## src/rtl/mem_port_arbiter.sv

```systemverilog
`default_nettype none
//==============================================================================
// Module   : mem_port_arbiter
// Purpose  : Shares one sram-like master port between the instruction-fetch
//            port and the data-memory port. Only one transaction can be in
//            flight at a time. The grant is held from request until data
//            return. addr_ok, data_ok and rdata are returned only to the
//            requester that owns the transaction.
// Ports    : clk, rst (async, active-low)
//            inst_* : fetch request in / response out
//            data_* : data-memory request in / response out
//            m_*    : shared master request out / response in
//            busy   : a transaction is in progress (state != IDLE)
// Options  : ARB_ROUND_ROBIN_EN - when both requesters ask in IDLE, grant
//            the one that did not own the previous transaction. When the
//            macro is not defined, the data port has fixed priority.
// Revision : 1.0 - initial release
//==============================================================================
module mem_port_arbiter #(
    parameter int ADDR_W = 32,
    parameter int DATA_W = 32
) (
    input  logic              clk,
    input  logic              rst,
    // instruction-fetch port
    input  logic              inst_req,
    input  logic              inst_wr,
    input  logic [1:0]        inst_size,
    input  logic [ADDR_W-1:0] inst_addr,
    input  logic [DATA_W-1:0] inst_wdata,
    input  logic              inst_uncached,
    output logic [DATA_W-1:0] inst_rdata,
    output logic              inst_addr_ok,
    output logic              inst_data_ok,
    // data-memory port
    input  logic              data_req,
    input  logic              data_wr,
    input  logic [1:0]        data_size,
    input  logic [ADDR_W-1:0] data_addr,
    input  logic [DATA_W-1:0] data_wdata,
    input  logic              data_uncached,
    output logic [DATA_W-1:0] data_rdata,
    output logic              data_addr_ok,
    output logic              data_data_ok,
    // shared master port
    output logic              m_req,
    output logic              m_wr,
    output logic [1:0]        m_size,
    output logic [ADDR_W-1:0] m_addr,
    output logic [DATA_W-1:0] m_wdata,
    output logic              m_uncached,
    input  logic [DATA_W-1:0] m_rdata,
    input  logic              m_addr_ok,
    input  logic              m_data_ok,
    // status
    output logic              busy
);

    typedef enum logic [1:0] {
        ST_IDLE      = 2'd0,
        ST_WAIT_ADDR = 2'd1,
        ST_WAIT_DATA = 2'd2
    } state_t;

    localparam logic c_own_inst = 1'b0;
    localparam logic c_own_data = 1'b1;

    state_t            r_state;
    logic              r_owner;
`ifdef ARB_ROUND_ROBIN_EN
    logic              r_last_owner;
`endif

    // Copy of the request taken when the address is accepted. The bus keeps
    // presenting it while the data phase is pending, even after the requester
    // has moved on.
    logic              r_h_wr;
    logic [1:0]        r_h_size;
    logic [ADDR_W-1:0] r_h_addr;
    logic [DATA_W-1:0] r_h_wdata;
    logic              r_h_uncached;

    logic              w_idle;
    logic              w_sel_valid;
    logic              w_sel_data;
    logic              w_grant;
    logic              w_gr_req;
    logic              w_gr_wr;
    logic [1:0]        w_gr_size;
    logic [ADDR_W-1:0] w_gr_addr;
    logic [DATA_W-1:0] w_gr_wdata;
    logic              w_gr_uncached;

    logic              w_m_req;
    logic              w_m_wr;
    logic [1:0]        w_m_size;
    logic [ADDR_W-1:0] w_m_addr;
    logic [DATA_W-1:0] w_m_wdata;
    logic              w_m_uncached;

    logic              w_addr_acc;
    logic              w_data_hit;

    assign w_idle      = (r_state == ST_IDLE);
    assign w_sel_valid = inst_req | data_req;

`ifdef ARB_ROUND_ROBIN_EN
    // Under contention, grant the requester that did not own the last transaction.
    assign w_sel_data  = (inst_req && data_req) ? (r_last_owner == c_own_inst) : data_req;
`else
    assign w_sel_data  = data_req;
`endif

    // The selection is only live in IDLE. After that, the owner is locked.
    assign w_grant       = w_idle ? w_sel_data : r_owner;
    assign w_gr_req      = w_grant ? data_req      : inst_req;
    assign w_gr_wr       = w_grant ? data_wr       : inst_wr;
    assign w_gr_size     = w_grant ? data_size     : inst_size;
    assign w_gr_addr     = w_grant ? data_addr     : inst_addr;
    assign w_gr_wdata    = w_grant ? data_wdata    : inst_wdata;
    assign w_gr_uncached = w_grant ? data_uncached : inst_uncached;

    always_comb begin
        w_m_req      = 1'b0;
        w_m_wr       = 1'b0;
        w_m_size     = '0;
        w_m_addr     = '0;
        w_m_wdata    = '0;
        w_m_uncached = 1'b0;
        case (r_state)
            ST_IDLE: begin
                if (w_sel_valid) begin
                    w_m_req      = 1'b1;
                    w_m_wr       = w_gr_wr;
                    w_m_size     = w_gr_size;
                    w_m_addr     = w_gr_addr;
                    w_m_wdata    = w_gr_wdata;
                    w_m_uncached = w_gr_uncached;
                end
            end
            ST_WAIT_ADDR: begin
                w_m_req      = w_gr_req;
                w_m_wr       = w_gr_wr;
                w_m_size     = w_gr_size;
                w_m_addr     = w_gr_addr;
                w_m_wdata    = w_gr_wdata;
                w_m_uncached = w_gr_uncached;
            end
            ST_WAIT_DATA: begin
                w_m_wr       = r_h_wr;
                w_m_size     = r_h_size;
                w_m_addr     = r_h_addr;
                w_m_wdata    = r_h_wdata;
                w_m_uncached = r_h_uncached;
            end
            default: ;
        endcase
    end

    // An address handshake counts only when a request is driven. A data_ok
    // counts in the data phase, or together with an address accept. A stray
    // strobe in any other situation is dropped and not forwarded.
    assign w_addr_acc = w_m_req && m_addr_ok;
    assign w_data_hit = m_data_ok && ((r_state == ST_WAIT_DATA) || w_addr_acc);

    // During reset the state is already IDLE. The IDLE outputs are a
    // combinational function of the inputs, so they are masked with rst.
    assign m_req        = rst && w_m_req;
    assign m_wr         = rst && w_m_wr;
    assign m_size       = rst ? w_m_size : '0;
    assign m_addr       = rst ? w_m_addr : '0;
    assign m_wdata      = rst ? w_m_wdata : '0;
    assign m_uncached   = rst && w_m_uncached;

    assign inst_addr_ok = rst && w_addr_acc && (w_grant == c_own_inst);
    assign data_addr_ok = rst && w_addr_acc && (w_grant == c_own_data);
    assign inst_data_ok = rst && w_data_hit && (w_grant == c_own_inst);
    assign data_data_ok = rst && w_data_hit && (w_grant == c_own_data);
    assign inst_rdata   = inst_data_ok ? m_rdata : '0;
    assign data_rdata   = data_data_ok ? m_rdata : '0;

    assign busy         = !w_idle;

    always_ff @(posedge clk or negedge rst) begin
        if (!rst) begin
            r_state      <= ST_IDLE;
            r_owner      <= c_own_inst;
`ifdef ARB_ROUND_ROBIN_EN
            r_last_owner <= c_own_data;
`endif
            r_h_wr       <= 1'b0;
            r_h_size     <= '0;
            r_h_addr     <= '0;
            r_h_wdata    <= '0;
            r_h_uncached <= 1'b0;
        end else begin
            if (w_addr_acc) begin
                r_h_wr       <= w_m_wr;
                r_h_size     <= w_m_size;
                r_h_addr     <= w_m_addr;
                r_h_wdata    <= w_m_wdata;
                r_h_uncached <= w_m_uncached;
            end
            case (r_state)
                ST_IDLE: begin
                    if (w_sel_valid) begin
                        r_owner      <= w_sel_data;
`ifdef ARB_ROUND_ROBIN_EN
                        r_last_owner <= w_sel_data;
`endif
                        if (m_addr_ok && m_data_ok) begin
                            r_state <= ST_IDLE;
                        end else if (m_addr_ok) begin
                            r_state <= ST_WAIT_DATA;
                        end else begin
                            r_state <= ST_WAIT_ADDR;
                        end
                    end
                end
                ST_WAIT_ADDR: begin
                    // The owner withdrew the request, so the transaction is abandoned.
                    if (!w_gr_req) begin
                        r_state <= ST_IDLE;
                    end else if (m_addr_ok && m_data_ok) begin
                        r_state <= ST_IDLE;
                    end else if (m_addr_ok) begin
                        r_state <= ST_WAIT_DATA;
                    end
                end
                ST_WAIT_DATA: begin
                    if (m_data_ok) begin
                        r_state <= ST_IDLE;
                    end
                end
                default: r_state <= ST_IDLE;
            endcase
        end
    end

endmodule
`default_nettype wire

```

## config.mk

```make
export PLATFORM = sky130hd
export DESIGN_NAME = mem_port_arbiter
export DESIGN_NICKNAME = d
export VERILOG_FILES = /design/src/rtl/mem_port_arbiter.sv
export SDC_FILE = /design/constraint.sdc
export NUM_CORES = 1
export LEC_CHECK = 0
export CAP_MARGIN = 20
export CORE_MARGIN = 5
export CORE_UTILIZATION = 42
export CTS_CLUSTER_SIZE = 12
export DETAILED_ROUTE_END_ITERATION = 6
export PLACE_DENSITY = 0.88
export SYNTH_ARGS = -nofsm -noshare
export SYNTH_HDL_FRONTEND = slang
export SYNTH_SLANG_ARGS = --single-unit
```

## constraint.sdc

```tcl
create_clock -name clk -period 4.8 [get_ports clk]
set_input_delay 1.44 -clock clk [delete_from_list [all_inputs] [get_ports clk]]
set_output_delay 1.44 -clock clk [all_outputs]
set_load 0.03 [all_outputs]
```

# --- Word-level counts from Yosys, hierarchy flattened ---
# Cells that the tools add are included.
totals:
  reg_bits: 71
  input_bits: 174
  out_inout_bits: 138
classes:
  n_eq_ne: 5
  n_reduce_logical: 17
  muxes: 32
  bitwise_logic: 2
op_table:
  columns: ["op", "n"]
  rows:
  - ["2-to-1 mux 32 bit", 8]
  - ["one-hot mux 32 bit (3 select lines)", 2]
  - ["2-to-1 mux 2 bit", 10]
  - ["logical AND 1 bit", 12]
  - ["one-hot mux 2 bit (3 select lines)", 2]
  - ["2-to-1 mux 1 bit", 7]
  - ["one-hot mux 1 bit (3 select lines)", 2]
  - ["!= test 4 bit (second input constant)", 1]
  - ["AND reduction 3 bit", 1]
  - ["equality test 2 x 1 -> 1 bit (second input constant)", 1]
  - ["equality test 2 bit (second input constant)", 1]
  - ["logical NOT 2 bit", 1]
  - ["!= test 2 x 1 -> 1 bit (second input constant)", 1]
  - ["!= test 2 bit (second input constant)", 1]
  - ["one-hot mux 1 bit (2 select lines)", 1]
  - ["AND reduction 2 bit", 1]
  - ["logical NOT 1 bit", 1]
  - ["logical OR 1 bit", 1]
  - ["inverter 1 bit", 1]
  - ["bitwise OR 1 bit", 1]

# --- Depth between registers and ports, before layout ---
# Gate-level depths: netlist of run 1.
logic_depth:
  word_depth: 10
  depth_mapped: 8
  depth_no_buf: 4

# --- Worst setup path before layout of run 1 ---
# No wires, ideal clock.
synth_path:
  path_type: "input to output"
  from: "input port inst_req"
  to: "output port data_addr_ok"
  stages: 5
  slack_ns: -0.719
  path_buffers: 1
  arrival_ns: 4.079
  required_time_ns: 3.360
  cell_sequence: "buf_2 -> mux2i_1 -> a2111oi_0 -> nand2_1 -> nor2_1"
synth_via:
  elab_chain_cells: 6
  elab_cells_between_ends: 7
  classes_between: "mux (3); bitwise (1); reduce/logical (3)"
synth_lines:
  columns: ["item", "line", "rtl"]
  rows:
  - ["start, declared", "26", "input logic inst_req,"]
  - ["bitwise OR 1 bit", "105", "assign w_sel_valid = inst_req | data_req;"]
  - ["2-to-1 mux 1 bit", "132", "if (w_sel_valid) begin"]
  - ["one-hot mux 1 bit (2 select lines) *", "130", "case (r_state)"]
  - ["logical AND 1 bit *", "163", "assign w_addr_acc = w_m_req && m_addr_ok;"]
  - ["logical AND 1 bit * (2 in series)", "176", "assign data_addr_ok = rst && w_addr_acc && (w_grant == c_own_data);"]
  - ["end, declared", "43", "output logic data_addr_ok,"]
# Mark *: on every way between the ends. The rest lies on a longest branch, timed or not.

# --- Worst setup path after layout of run 1 ---
layout_path:
  from: "input port m_addr_ok"
  to: "output port inst_data_ok"
layout_via:
  elab_chain_cells: 5
layout_lines:
  columns: ["item", "line", "rtl"]
  rows:
  - ["start, declared", "53", "input logic m_addr_ok,"]
  - ["logical AND 1 bit", "163", null]
  - ["logical OR 1 bit", "164", "assign w_data_hit = m_data_ok && ((r_state == ST_WAIT_DATA) || w_addr_acc);"]
  - ["logical AND 1 bit", "164", null]
  - ["logical AND 1 bit (2 in series)", "177", "assign inst_data_ok = rst && w_data_hit && (w_grant == c_own_inst);"]
  - ["end, declared", "34", "output logic inst_data_ok,"]
# No other way between the ends.

==> results by group, run 1 <==
Status
  – Result of the run: completed

Detailed routing
  – Wire per inst: about 18 um
  – DR DRC count: 0
  – DR vias: around 7000
  – Iteration count of the initial detailed-routing pass: 5
  – Initial drt markers: about 630
  – Number of nets with antenna violations after detailed routing: 0
  – Routed wire length: ~22000 um
  – Average via count per standard cell: roughly 5.6

Setup path
  – Startpoint Class: input pin
  – Critical path, cell by cell: clkdlybuf4s50_1 > inv_1 > nor2_1 > a2bb2oi_2 > nor2_1 > clkdlybuf4s50_1
  – Critical setup path kind: input pin to output pin
  – Master of the slowest instance on the critical path: sky130_fd_sc_hd__clkdlybuf4s50_1
  – Arr. time, crit path: ~3100 ps
  – Type of element capturing the critical path: output pin
  – Worst path max stage delay: about 700 ps
  – Cell family contributing the most delay on the critical path: buffers and inverters
  – Peak fanout along the critical path: 3
  – Buffers & Inverters on Critical Path: 3
  – Worst Path Required: roughly 3400 ps

STA
  – Count of final hold-check violations: 0
  – Min cycle time layout: between 4000 and 5000 ps
  – Least-Margin Pin Slew: between 700 and 800 ps
  – Final setup violation count: 0
  – Number of slew-limit violations in the final report: 0
  – Setup repair after global routing missed its margin: false
  – Largest clock skew in the final design: around 3.2 ps
  – Maximum frequency from static timing analysis: 218 MHz
  – Post-route worst setup slack: 218 ps
  – Relative slew slack: 0.533
  – Period utilisation layout: 0.955
  – Setup TNS: 0 ps

Clock network
  – Clock tree from TritonCTS: yes
  – # clock sinks: 71
  – Max Root-Sink Buffers: 2
  – Count of hold-fix buffers inserted at cts: 0
  – Clock slew seen by the registers of the worst setup and hold paths: about 50 ps
  – H-Tree Depth: 3
  – Clock Tree Root: sky130_fd_sc_hd__clkbuf_16
  – Later-pin clock latency in the skew report: between 300 and 400 ps
  – Number of buffers created by CTS: 9

Power
  – Power density normalized to cell area: just over 300 nW/um^2
  – Switching share of power: 0.380
  – Internal portion of total power: 1.63 mW
  – Relative contribution of combinational cells to total power: 0.425
  – Max rail drop VDD: ~0.00015 V
  – Share of power burned in the clock network: 0.250
  – Leakage power: around 3.7 nW
  – Net switching power figure: 1.00 mW
  – Flop pwr share: 0.326

Synth
  – Synthesized flop and latch total: about 70
  – Net count after synthesis: around 1000
  – Yosys cell types: 26
  – Mean post-synth cell area: ~6.4 sq um
  – Fraction of the yosys area taken by sequential cells: 0.331
  – Number of instances in the synthesized netlist: approximately 830
  – Post-synthesis instance area: 5370 sq um
  – Total of warnings raised by yosys: 0

Global route
  – Global route overflow: 0
  – Overall track demand over capacity in global routing: 0.285
  – Number of antenna violations at the first check in global routing: 2
  – Wire length of the first global-routing pass: between 30000 and 40000 um
  – Vias in the first global route: around 6700
  – Maximum number of pins on one net before global-route repair: 69

Run
  – Max-cap check violation count: 0

Place
  – Post-placement cell count: 1259
  – Half-perimeter wire length of the detailed placement result: about 16000 um
  – RD Place Congestion: 0.860
  – Number of I/O port buffers: just over 300
  – Worst slack, placed: roughly 82 ps

Final layout
  – Number of filler instances in the final layout: approximately 1000
  – Area of combinational cells with multiple inputs: around 3200 sq um
  – Most common cell after layout, fill and taps aside: sky130_fd_sc_hd__nand2_1
  – Area growth from synthesis to final layout: 61.6%
  – Proportion of layout cells with a drive suffix above 1: 0.173
  – Most frequent cells in the layout: 239 x sky130_fd_sc_hd__nand2_1, 172 x sky130_fd_sc_hd__clkdlybuf4s50_1, 155 x sky130_fd_sc_hd__buf_4
  – Storage element area: 1780 sq um
  – Final Instance Count excl. Fillers: 1276
  – Final #Nets: roughly 1300

Floorplanning
  – Initial core utilization: 0.427
  – Boundary Pins: roughly 310
  – Die area: about 15000 sq um
  – Number of placement rows: 41
  – Chip Height: approximately 120 um
  – Overall die width: around 120 um
  – Floorplan core area: 12600 sq um

Worst hold path
  – Hold/Removal Path Class: flip-flop to flip-flop
## stage by stage
| stage | hold slack [ps] | power [mW] | util | instance area (sq um) |
|---|---|---|---|---|
| after CTS | 483 | 2.64 | 0.690 | 8670 |
| final | 480 | 2.63 | 0.691 | 8680 |
| after global routing | 502 | 2.80 | 0.691 | 8680 |
| after floorplan | 449 | 1.49 | - | 5380 |
| after global placement | 463 | 1.95 | 0.667 | 8390 |
| after detailed placement | 471 | 1.98 | 0.667 | 8390 |
## metal layers
layer / up-vias / global-route usage / share of wire
met2: 374 / 0.480 / 0.49
met3: 64 / 0.0522 / 0.084
met5: - / 0 / 0
met4: 0 / 0.138 / 0.046
met1: 3285 / 0.352 / 0.38
li1: 3395 / - / -
## path summary, 6_finish.rpt
kind / start / to / slack [ps] / depth (start not counted)
worst max-delay path: m_addr_ok / inst_data_ok / 220 / 6
worst min-delay path: r_h_addr[29] / r_h_addr[29] / 480 / 2
worst max register to register: r_state[0] / r_h_wdata[29] / 1920 / 4
worst min register to register: r_h_addr[29] / r_h_addr[29] / 480 / 2
max in group asynchronous: rst / r_h_addr[20] / 3120 / 2
min in group asynchronous: rst / r_h_addr[21] / 970 / 1
## worst register-to-register path, stage by stage (launching register included)
cell	delay (ps)
sky130_fd_sc_hd__dfrtp_2	720
sky130_fd_sc_hd__buf_4	620
sky130_fd_sc_hd__a2111o_2	730
sky130_fd_sc_hd__buf_4	500
sky130_fd_sc_hd__o21ai_0	160
## kinds of logic after synthesis
logic type	synth area share
AO/OA/AOI/OAI	0.315
AND/OR/NAND/NOR	0.273
buffers and inverters	0.0753
flip-flops	0.331
multiplexers	0.00582
## synthesized netlist by cell type
| cell type | n | area, sq um |
|---|---|---|
| sky130_fd_sc_hd__nand2_1 | 240 | 901 |
| sky130_fd_sc_hd__nor2_1 | 139 | 522 |
| sky130_fd_sc_hd__o21ai_0 | 118 | 591 |
| sky130_fd_sc_hd__dfrtp_1 | 71 | 1780 |
| sky130_fd_sc_hd__a21oi_1 | 69 | 345 |
| sky130_fd_sc_hd__a221oi_1 | 67 | 587 |
| sky130_fd_sc_hd__clkbuf_1 | 67 | 251 |
| sky130_fd_sc_hd__o21ai_1 | 20 | 100 |
| sky130_fd_sc_hd__buf_2 | 11 | 55.1 |
| sky130_fd_sc_hd__buf_6 | 5 | 56.3 |
| sky130_fd_sc_hd__inv_1 | 5 | 18.8 |
| sky130_fd_sc_hd__buf_1 | 4 | 15.0 |
| sky130_fd_sc_hd__a2111oi_0 | 2 | 17.5 |
| sky130_fd_sc_hd__and3_1 | 2 | 12.5 |
| sky130_fd_sc_hd__mux2i_1 | 2 | 20.0 |
| sky130_fd_sc_hd__nand3b_1 | 2 | 15.0 |
| sky130_fd_sc_hd__a2111o_1 | 1 | 11.3 |
| sky130_fd_sc_hd__a211o_1 | 1 | 8.76 |
| sky130_fd_sc_hd__a2bb2oi_1 | 1 | 8.76 |
| sky130_fd_sc_hd__a31oi_1 | 1 | 6.26 |
| sky130_fd_sc_hd__a32oi_1 | 1 | 8.76 |
| sky130_fd_sc_hd__and2_1 | 1 | 6.26 |
| sky130_fd_sc_hd__buf_4 | 1 | 7.51 |
| sky130_fd_sc_hd__mux2_2 | 1 | 11.3 |
| sky130_fd_sc_hd__nor3b_1 | 1 | 7.51 |
| sky130_fd_sc_hd__o21ba_2 | 1 | 10.0 |
## what timing repair did
action | 4_1_cts | 5_1_grt
gates resized for setup | 0 | 6
buffers inserted | 0 | 0
endpoints found under the setup margin | 0 | 16
## final cells by class
class                      instances  share of cell area
inverter                           5             0.00216
sequential                        71               0.205
timing repair buffer             341               0.362
tap                              172              0.0248
clock inverter                     1             0.00346
antenna                            2            0.000577
multi-input combinational        670               0.372
clock buffer                      14              0.0293
## state kept, by name, indices dropped and copies added (netlist names)
name,cells
r_h_addr,32
r_h_wr,1
r_owner,1
r_state,2
r_h_size,2
r_h_wdata,32
r_h_uncached,1
## power by group through the flow
stage	clock [mW]	combinational, mW	sequential [mW]
after global placement	0	1.10	0.853
after floorplan	0	0.679	0.814
final	0.657	1.12	0.858
after CTS	0.669	1.12	0.854
after detailed placement	0	1.12	0.863
after global routing	0.699	1.22	0.877
Power figures use the tool's default switching activity.
==> run 2, diff against run 1 <==
--- a/config.mk
+++ b/config.mk
@@ -5,12 +5,13 @@
 export SDC_FILE = /design/constraint.sdc
 export NUM_CORES = 1
 export LEC_CHECK = 0
+export ABC_AREA = 1
 export CAP_MARGIN = 20
 export CORE_MARGIN = 5
-export CORE_UTILIZATION = 42
+export CORE_UTILIZATION = 30
 export CTS_CLUSTER_SIZE = 12
 export DETAILED_ROUTE_END_ITERATION = 6
-export PLACE_DENSITY = 0.88
+export DONT_BUFFER_PORTS = 1
 export SYNTH_ARGS = -nofsm -noshare
 export SYNTH_HDL_FRONTEND = slang
 export SYNTH_SLANG_ARGS = --single-unit
==> run 2 against run 1 <==
  * Non-clock buffer count fell by 192
  * Core utilization fell by 30 points
  * Register-to-register slack improved by 200 ps
  * Total power rose by 90%
  * Global-route usage fell by 9.6 points
  * Sequential power rose by 14%
  * Wire length fell by 11%
  * Clock power rose by 15%
  * Clock-buffer cell count fell by 2
==> results by group, run 2 <==
Synth
  – Fraction of the yosys area taken by sequential cells: 0.339 (+0.00797)
  – Mean post-synth cell area: 5.85 sq um (-9.1%)
  – Synth cell count leaders: 285 x sky130_fd_sc_hd__nand2_1, 201 x sky130_fd_sc_hd__nor2_1, 71 x sky130_fd_sc_hd__dfrtp_1, 70 x sky130_fd_sc_hd__o21ai_0
  – Cell taking the most area after synthesis: sky130_fd_sc_hd__dfrtp_1
  – Top_reg_cell synth: sky130_fd_sc_hd__dfrtp_1
  – Post-synthesis instance area: 5240 sq um (-2.4%)
  – Synthesized flop and latch total: 71 (unchanged)
  – Net count after synthesis: 1070 (+6.2%)
  – Number of instances in the synthesized netlist: 896 (+7.4%)
  – EDFF count, synth: 0 (unchanged)
  – Total of warnings raised by yosys: 0 (unchanged)
  – Fraction of synthesis flops using an asynchronous set or reset pin: 1.00 (unchanged)
  – Most area-consuming cells after synthesis: sky130_fd_sc_hd__dfrtp_1 34%, sky130_fd_sc_hd__nand2_1 20%, sky130_fd_sc_hd__nor2_1 14%
  – Portion of synthesized cell area occupied by the leading cell type: 0.339 (+0.00797)
  – Yosys cell types: 21 (-19%)
  – Cell with the most instances after synthesis: sky130_fd_sc_hd__nand2_1

Power
  – Relative contribution of combinational cells to total power: 0.655 (+0.230)
  – Flop pwr share: 0.195 (-0.131)
  – Leakage power: 3.61 nW (-2.8%)
  – Max rail drop VDD: 0.000252 V (+71%)
  – Power density normalized to cell area: 743 nW/um^2 (+140%)
  – Final Total Pwr: 5.00 mW (+90%)
  – Internal portion of total power: 2.34 mW (+44%)
  – Switching share of power: 0.532 (+0.151)
  – Share of power burned in the clock network: 0.150 (-0.100)
  – Net switching power figure: 2.66 mW (+170%)

Detailed routing
  – Initial drt markers: 326 (-48%)
  – Iteration count of the initial detailed-routing pass: 5 (unchanged)
  – Routed wire length: 19900 um (-11%)
  – DR DRC count: 0 (unchanged)
  – Number of nets with antenna violations after detailed routing: 0 (unchanged)
  – Average via count per standard cell: 5.06 (-9.3%)
  – DR vias: 6158 (-13%)
  – Wire per inst: 16.3 um (-7.0%)

STA
  – Number of slew-limit violations in the final report: 0 (unchanged)
  – Worst hold slack after final layout: 479 ps (-0.365 ps)
  – Least-Margin Pin Slew: 813 ps (+112 ps)
  – Relative slew slack: 0.458 (-0.0745)
  – Min cycle time layout: 4210 ps (-371 ps)
  – Final setup violation count: 0 (unchanged)
  – Setup TNS: 0 ps (unchanged)
  – Setup repair after global routing missed its margin: false
  – Count of final hold-check violations: 0 (unchanged)
  – Post-route worst setup slack: 588 ps (+371 ps)
  – Largest clock skew in the final design: 4.83 ps (+1.63 ps)
  – Maximum frequency from static timing analysis: 237 MHz (+8.8%)
  – Period utilisation layout: 0.877 (-0.0772)

Clock network
  – Number of buffers inserted by post-CTS setup repair: 0 (unchanged)
  – Count of hold-fix buffers inserted at cts: 0 (unchanged)
  – Clock tree from TritonCTS: yes
  – H-Tree Depth: 3 (unchanged)
  – Later-pin clock latency in the skew report: 330 ps (about the same)
  – Max Root-Sink Buffers: 2 (unchanged)
  – Gates resized, CTS repair: 0 (unchanged)
  – Clock slew seen by the registers of the worst setup and hold paths: 60 ps (about the same)
  – Clock Tree Root: sky130_fd_sc_hd__clkbuf_16
  – Number of buffers created by CTS: 9 (unchanged)
  – # clock sinks: 71 (unchanged)

Run
  – Max-cap check violation count: 0 (unchanged)

Final layout
  – Most frequent cells in the layout: 284 x sky130_fd_sc_hd__nand2_1, 201 x sky130_fd_sc_hd__nor2_1, 145 x sky130_fd_sc_hd__buf_4
  – Proportion of layout cells with a drive suffix above 1: 0.185 (+0.0113)
  – Regs by FF count: r_h_addr (32), r_h_wdata (32)
  – Final Instance Count excl. Fillers: 1217 (-4.6%)
  – Final #Nets: 1160 (-8.8%)
  – Most common cell after layout, fill and taps aside: sky130_fd_sc_hd__nand2_1
  – Area growth from synthesis to final layout: 28.5%

Place
  – Number of I/O port buffers: 0 (-100%)
  – Worst slack, placed: 577 ps (+495 ps)
  – Half-perimeter wire length of the detailed placement result: 13700 um (-16%)
  – RD Place Congestion: 0.835 (-2.8%)
  – Post-placement cell count: 1200 (-4.7%)

Global route
  – Number of antenna violations at the first check in global routing: 1 (-1)
  – Global route overflow: 0 (unchanged)
  – Overall track demand over capacity in global routing: 0.189 (-0.0962)
  – Vias in the first global route: 5904 (-12%)
  – Maximum number of pins on one net before global-route repair: 74 (+7.2%)
  – Wire length of the first global-routing pass: 30500 um (-10%)

Worst hold path
  – Hold/Removal Path Class: flip-flop to flip-flop

Setup path
  – Critical setup path kind: input pin to output pin
  – Worst path max stage delay: 260 ps (-440 ps)
  – Startpoint Class: input pin
  – Arr. time, crit path: 2770 ps (-370 ps)
  – Critical path, cell by cell: inv_1 > nand2_1 > nand2_2 > nand2_2 > buf_12 > o21ai_0 > o21ai_1 > nand2_1 > nor2_1 > buf_4
  – Worst Path Required: 3360 ps (about the same)
  – Peak fanout along the critical path: 68 (+65)
  – Master of the slowest instance on the critical path: sky130_fd_sc_hd__buf_12
  – Type of element capturing the critical path: output pin

Floorplanning
  – Boundary Pins: 312 (unchanged)
  – Die area: 20200 sq um (+34%)
  – Floorplan core area: 17200 sq um (+37%)
  – Chip Height: 142 um (+16%)
  – Initial core utilization: 0.304 (-0.123)
  – Overall die width: 142 um (+16%)
  – Number of placement rows: 48 (+17%)

Status
  – Result of the run: completed
run 2: cell types whose count changed in the layout (fill, tap and decap cells not counted), sizes merged, moves of 19 or more:
cell           delta
clkdlybuf4s50   -172
nand3            +72
a21oi            -67
a221oi           -67
nor2             +63
nand2            +53
inv              +39
buf              -19
run 2: layout make-up:
type | instances | area (sq um)
Multi-Input combinational cell | 712 | 3010
Inverter | 43 | 161
Antenna cell | 1 | 2.50
Fill cell | 1897 | 10500
Tap cell | 225 | 282
Sequential cell | 71 | 1780
Clock inverter | 4 | 76.3
Clock buffer | 12 | 256
Timing Repair Buffer | 149 | 1170
run 2: final timing paths:
| path | startpoint | endpoint | slack [ps] | cells after the start |
|---|---|---|---|---|
| setup / recovery | inst_req | m_wdata[20] | 590 | 10 |
| hold / removal | r_h_wdata[31] | r_h_wdata[31] | 480 | 2 |
| setup reg to reg | r_state[0] | r_h_addr[28] | 2120 | 12 |
| hold reg to reg | r_h_wdata[31] | r_h_wdata[31] | 480 | 2 |
| max in group asynchronous | rst | r_h_addr[31] | 3880 | 0 |
| min in group asynchronous | rst | r_h_wdata[4] | 790 | 0 |
run 2: cell families (layout without fill, tap and decap cells):
| group | after synthesis | in the layout | share of synthesized area |
|---|---|---|---|
| buffers and inverters | 113 | 208 | 0.0895 |
| and+or+nand+nor | 569 | 569 | 0.434 |
| AOI/OAI and AO/OA | 143 | 143 | 0.138 |
| other | 0 | 1 | 0 |
| DFF | 71 | 71 | 0.339 |
run 2: stage by stage:
| step | util | area (sq um) |
|---|---|---|
| final | 0.391 | 6740 |
| after global routing | 0.391 | 6740 |
| after CTS | 0.391 | 6740 |
| after detailed placement | 0.371 | 6400 |
| after floorplan | - | 5240 |
| after global placement | 0.371 | 6400 |
run 2: power groups by stage:
stage / sequential (mW) / combinational [mW] / clock (mW)
after floorplan: 0.939 / 2.37 / 0
after global placement: 0.972 / 3.28 / 0
after detailed placement: 0.977 / 3.31 / 0
after CTS: 0.973 / 3.32 / 0.783
after global routing: 1.00 / 3.64 / 0.800
final: 0.976 / 3.27 / 0.753
run 2: per-layer routing:
layer	part of all wire	global-route usage	up-vias	routed length (um)
met5	0	0	-	0
met4	0.035	0.0808	0	699
met3	0.078	0.0497	39	1550
met2	0.48	0.326	223	9580
met1	0.41	0.220	2897	8060
li1	-	-	2999	-
run 2: critical path: cells and delay by family:
kind,cells,cell delay (ps)
and+or+nand+nor,5,500
buffers and inverters,3,490
AOI/OAI and AO/OA,2,320
==> run 3, diff against run 2 <==
--- a/config.mk
+++ b/config.mk
@@ -9,6 +9,7 @@
 export CAP_MARGIN = 20
 export CORE_MARGIN = 5
 export CORE_UTILIZATION = 30
+export CTS_BUF_LIST = sky130_fd_sc_hd__clkbuf_4 sky130_fd_sc_hd__clkbuf_8
 export CTS_CLUSTER_SIZE = 12
 export DETAILED_ROUTE_END_ITERATION = 6
 export DONT_BUFFER_PORTS = 1
==> run 3 against run 2 <==
  * Die area unchanged
  * Core utilization fell by 0.57 points
  * Wire length increased by 0.26%
  * Flip-flop and latch count stayed put
  * Non-clock buffer count unchanged
  * Via count shrank 0.31%
  * Critical path depth down 1
==> results by group, run 3 (synthesis gave the netlist of run 2 again) <==
Place
  – Half-perimeter wire length of the detailed placement result: 13700 um (unchanged)
  – Number of I/O port buffers: 0 (unchanged)
  – RD Place Congestion: 0.835 (unchanged)

Global route
  – Global route overflow: 0 (unchanged)
  – Vias in the first global route: 5899 (-0.085%)
  – Overall track demand over capacity in global routing: 0.188 (-0.000352)
  – Wire length of the first global-routing pass: 30400 um (-0.29%)
  – Number of antenna violations at the first check in global routing: 1 (unchanged)
  – Maximum number of pins on one net before global-route repair: 74 (unchanged)

STA
  – Count of final hold-check violations: 0 (unchanged)
  – Setup repair after global routing missed its margin: false
  – Final setup violation count: 0 (unchanged)
  – Largest clock skew in the final design: 8.41 ps (+3.58 ps)
  – Period utilisation layout: 0.877 (about the same)
  – Min cycle time layout: 4210 ps (-0.0680 ps)
  – Relative slew slack: 0.464 (+0.00607)
  – Setup TNS: 0 ps (unchanged)
  – Maximum frequency from static timing analysis: 237 MHz (about the same)
  – Least-Margin Pin Slew: 803 ps (-9.10 ps)
  – Number of slew-limit violations in the final report: 0 (unchanged)

Detailed routing
  – Routed wire length: 19900 um (+0.26%)
  – DR vias: 6139 (-0.31%)
  – Number of nets with antenna violations after detailed routing: 0 (unchanged)
  – Average via count per standard cell: 5.04 (-0.31%)
  – Initial drt markers: 275 (-16%)
  – DR DRC count: 0 (unchanged)
  – Wire per inst: 16.4 um (+0.26%)
  – Iteration count of the initial detailed-routing pass: 4 (-1)

Clock network
  – Clock Tree Root: sky130_fd_sc_hd__clkbuf_8
  – Gates resized, CTS repair: 0 (unchanged)
  – Later-pin clock latency in the skew report: 350 ps (+20 ps)
  – Number of buffers inserted by post-CTS setup repair: 0 (unchanged)
  – Clock slew seen by the registers of the worst setup and hold paths: 70 ps (about the same)
  – H-Tree Depth: 3 (unchanged)
  – Number of buffers created by CTS: 9 (unchanged)
  – Count of hold-fix buffers inserted at cts: 0 (unchanged)
  – # clock sinks: 71 (unchanged)
  – Max Root-Sink Buffers: 2 (unchanged)
  – Clock tree from TritonCTS: yes

Floorplanning
  – Initial core utilization: 0.304 (unchanged)
  – Number of placement rows: 48 (unchanged)
  – Floorplan core area: 17200 sq um (unchanged)
  – Overall die width: 142 um (unchanged)
  – Chip Height: 142 um (unchanged)
  – Die area: 20200 sq um (unchanged)
  – Boundary Pins: 312 (unchanged)

Setup path
  – Critical setup path kind: input pin to output pin
  – Type of element capturing the critical path: output pin
  – Arr. time, crit path: 2770 ps (about the same)
  – Startpoint Class: input pin
  – Peak fanout along the critical path: 32 (-53%)
  – Worst Path Required: 3360 ps (about the same)

Final layout
  – Most frequent cells in the layout: 284 x sky130_fd_sc_hd__nand2_1, 201 x sky130_fd_sc_hd__nor2_1, 145 x sky130_fd_sc_hd__buf_4
  – Final #Nets: 1160 (unchanged)
  – Proportion of layout cells with a drive suffix above 1: 0.186 (+0.00101)
  – Area growth from synthesis to final layout: 26.6%
  – Most common cell after layout, fill and taps aside: sky130_fd_sc_hd__nand2_1
  – Regs by FF count: r_h_addr (32), r_h_wdata (32)

Run
  – Max-cap check violation count: 0 (unchanged)

Status
  – Result of the run: completed

Power
  – Max rail drop VDD: 0.000254 V (+0.94%)
  – Power density normalized to cell area: 727 nW/um^2 (-2.1%)
  – Final Total Pwr: 4.83 mW (-3.6%)
  – Leakage power: 3.57 nW (-1.2%)

Worst hold path
  – Hold/Removal Path Class: flip-flop to flip-flop
## run 3: cell count changes in the layout (fill, tap and decap cells not counted)
cell,change
sky130_fd_sc_hd__clkbuf_4,+1
sky130_fd_sc_hd__clkbuf_16,-9
sky130_fd_sc_hd__clkbuf_8,+9
sky130_fd_sc_hd__clkbuf_1,-1
## run 3: cell type report
type	count	area (sq um)
clock buffer	12	159
multi-input combinational	712	3010
antenna	1	2.50
sequential	71	1780
timing repair buffer	149	1170
inverter	43	161
tap	225	282
clock inverter	4	76.3
fill	1911	10600
## run 3: worst max-delay path, stage by stage
cell,delay [ps]
sky130_fd_sc_hd__inv_1,70
sky130_fd_sc_hd__nand2_1,90
sky130_fd_sc_hd__o21ai_4,100
sky130_fd_sc_hd__buf_4,390
sky130_fd_sc_hd__nor2_1,80
sky130_fd_sc_hd__o21ai_1,220
sky130_fd_sc_hd__nand2_1,70
sky130_fd_sc_hd__nor2_1,110
sky130_fd_sc_hd__buf_4,170
## run 3: layer usage
layer  track usage  vias up  share of wire
li1              -     2991              -
met1         0.221     2892           0.41
met2         0.327      221           0.48
met3        0.0420       35          0.075
met4        0.0874        0          0.036
met5             0        -              0
## run 3: metrics by stage
step	util	instances	cell area [sq um]	hold WS [ps]	setup slack, ps
after floorplan	-	896	5240	449	604
after global placement	0.371	1200	6400	462	607
after detailed placement	0.371	1200	6400	465	577
after CTS	0.385	1216	6640	487	572
after global routing	0.385	1217	6640	501	414
final	0.385	1217	6640	484	588
## run 3: final timing paths
check	start	to	slack, ps	cells past startpoint
max	data_req	m_addr[14]	590	9
min	r_h_addr[24]	r_h_addr[24]	480	2
max reg2reg	r_state[0]	r_h_wdata[12]	2110	12
min reg2reg	r_h_addr[24]	r_h_addr[24]	480	2
max in group asynchronous	rst	r_h_addr[31]	3900	0
min in group asynchronous	rst	r_h_wdata[4]	770	0
## run 3: power by group
part / internal (mW) / switching, mW / total [mW]
combinational: 1.02 / 2.26 / 3.28
sequential: 0.835 / 0.138 / 0.973
clock: 0.329 / 0.246 / 0.575
==> variant, RTL diff (flow settings as in run 1) <==
Build with the macro `ARB_ROUND_ROBIN_EN` defined.
--- a/src/rtl/mem_port_arbiter.sv
+++ b/src/rtl/mem_port_arbiter.sv
@@ -17,4 +17,6 @@
 // Revision : 1.0 - initial release
 //==============================================================================
+`define ARB_ROUND_ROBIN_EN
+
 module mem_port_arbiter #(
     parameter int ADDR_W = 32,
Behaviour: not the same (Yosys sat finds a counterexample within 4 cycles, from zero or initial values and one cycle with rst low).
==> variant against run 1 <==
Cell count shrank 11%; worst setup slack worse by 0.12 ns; final area shrank 0.63%; routed wire length shrank 6.1%; critical endpoint is now m_wdata[31]; sequential cell count increased by 1; synthesized area is 1.0% lower; total power grew 19%; utilization decreased by 0.16 points; highest routed layer unchanged.
==> variant: results (changes against run 1) <==
Final layout
  • Post-Layout Cell Count: 1136 (-11%)
  • Share of post-route cells with drive strength above 1: 0.265 (+0.0915)

Worst setup path
  • Critical Path AT: 3.26 ns (+0.12 ns)
  • Slowest cell on crit path: clkdlybuf4s50_1
  • CP Max Fanout: 47 (+44)
  • Critical path's largest stage delay: 0.47 ns (-0.23 ns)

Detailed routing
  • Via count: 6551 (-8.0%)
  • Pre-antenna DRT Iters: 7 (+2)
  • Final WL: 21.1 mm (-6.1%)
  • Drt initial violations: 727 (+16%)

Timing
  • Final Hold Viols: 0 (unchanged)
  • Slew margin rel.: 0.516 (-0.0171)
  • Clk_skew: 0.00425 ns (+0.00106 ns)

GRT
  • Total GRT Usage: 0.263 (-0.0215)
  • Pin count of the biggest net entering global routing: 77 (+12%)
  • Vias in the first global route: 6224 (-6.8%)
  • Initial antenna violation count: 0 (-2)
  • First-pass GRT wire length: 31.5 mm (-7.6%)

Pwr
  • Worst vdd ir: 0.171 mV (+16%)
  • Pleak: 3.54 nW (-4.7%)

Worst hold path
  • Hold WC Path Type: flop to flop

Logic synthesis
  • Synth Cell Area: 5320 µm² (-1.0%)
  • Register area share after synthesis: 0.339 (+0.00837)
  • Syn Inst Count: 680 (-18%)
  • Synth top area cells: dfrtp_1 33%, mux2_2 14%, a222oi_1 13%
  • Ys Warns: 0 (unchanged)
  • Yosys cell types: 29 (+12%)
  • Syn_nets: 854 (-15%)
  • Most frequent cells after synthesis: 140 x nor2_1, 104 x nand2_1, 71 x dfrtp_1

Placement
  • Place WS: 0.0771 ns (-0.00505 ns)
  • Gpl congestion: 0.881 (+2.5%)
  • DP HPWL: 15.1 mm (-7.7%)
  • Placed Area: 8300 µm² (-1.0%)

CTS
  • Clk buf depth: 2 (unchanged)

Outcome
  • Outcome: finished, final reports clean
## variant: cell families (layout without fill, tap and decap cells)
| group | count (synthesis) | count (layout) | share of synthesized area |
|---|---|---|---|
| AOI/OAI and AO/OA | 213 | 213 | 0.268 |
| buffers and inverters | 72 | 355 | 0.0626 |
| DFF | 72 | 72 | 0.339 |
| muxes | 70 | 70 | 0.148 |
| other | 0 | 1 | 0 |
| and+or+nand+nor | 253 | 253 | 0.183 |
## variant: layer usage
metal / share of wire / vias to the layer above / GRT usage
met3: 0.095 / 60 / 0.0747
met4: 0.046 / 0 / 0.134
met5: 0 / - / 0
li1: - / 3052 / -
met1: 0.37 / 3075 / 0.311
met2: 0.49 / 364 / 0.437
## variant: power breakdown
| group | internal [mW] | switching [mW] |
|---|---|---|
| registers | 0.804 | 0.109 |
| logic | 0.704 | 0.877 |
| clock network | 0.390 | 0.253 |
| total | 1.90 | 1.24 |
## variant: final cells by class
cell class                 count  area [µm²]
fill                         996        3890
multi-input combinational    536        3230
timing repair buffer         336        3080
sequential                    72        1800
clock buffer                  13         270
tap                          172         215
clock inverter                 3        15.0
inverter                       3        11.3
antenna                        1        2.50
## variant: through the flow
step / hold slack (ns) / utilization / power, mW
2_1_floorplan: 0.495 / - / 1.90
3_3_place_gp: 0.505 / 0.663 / 2.44
3_5_place_dp: 0.518 / 0.663 / 2.48
4_1_cts: 0.530 / 0.686 / 3.13
5_1_grt: 0.541 / 0.689 / 3.31
6_report: 0.521 / 0.689 / 3.14
## variant: repair_timing
action	in CTS	in global routing
setup buffers	0	3
hold endpoints to repair	0	0
setup endpoints to repair	0	10
gates resized for setup	0	6
## variant: path summary, 6_finish.rpt
| path | startpoint | to | slack (ns) | depth (start not counted) |
|---|---|---|---|---|
| worst max register to register | r_owner | r_h_wdata[13] | 1.54 | 8 |
| max in group asynchronous | rst | r_h_size[0] | 3.13 | 2 |
| min in group asynchronous | rst | r_state[1] | 0.91 | 1 |
| worst min register to register | r_h_size[1] | r_h_size[1] | 0.52 | 2 |
| worst min-delay path | r_h_size[1] | r_h_size[1] | 0.52 | 2 |
| worst max-delay path | data_req | m_wdata[31] | 0.1 | 7 |
## variant: critical path: cells and delay by family
kind	cells	cell delay (ns)
and+or+nand+nor	1	0.23
AOI/OAI and AO/OA	3	0.64
buffers and inverters	3	0.93
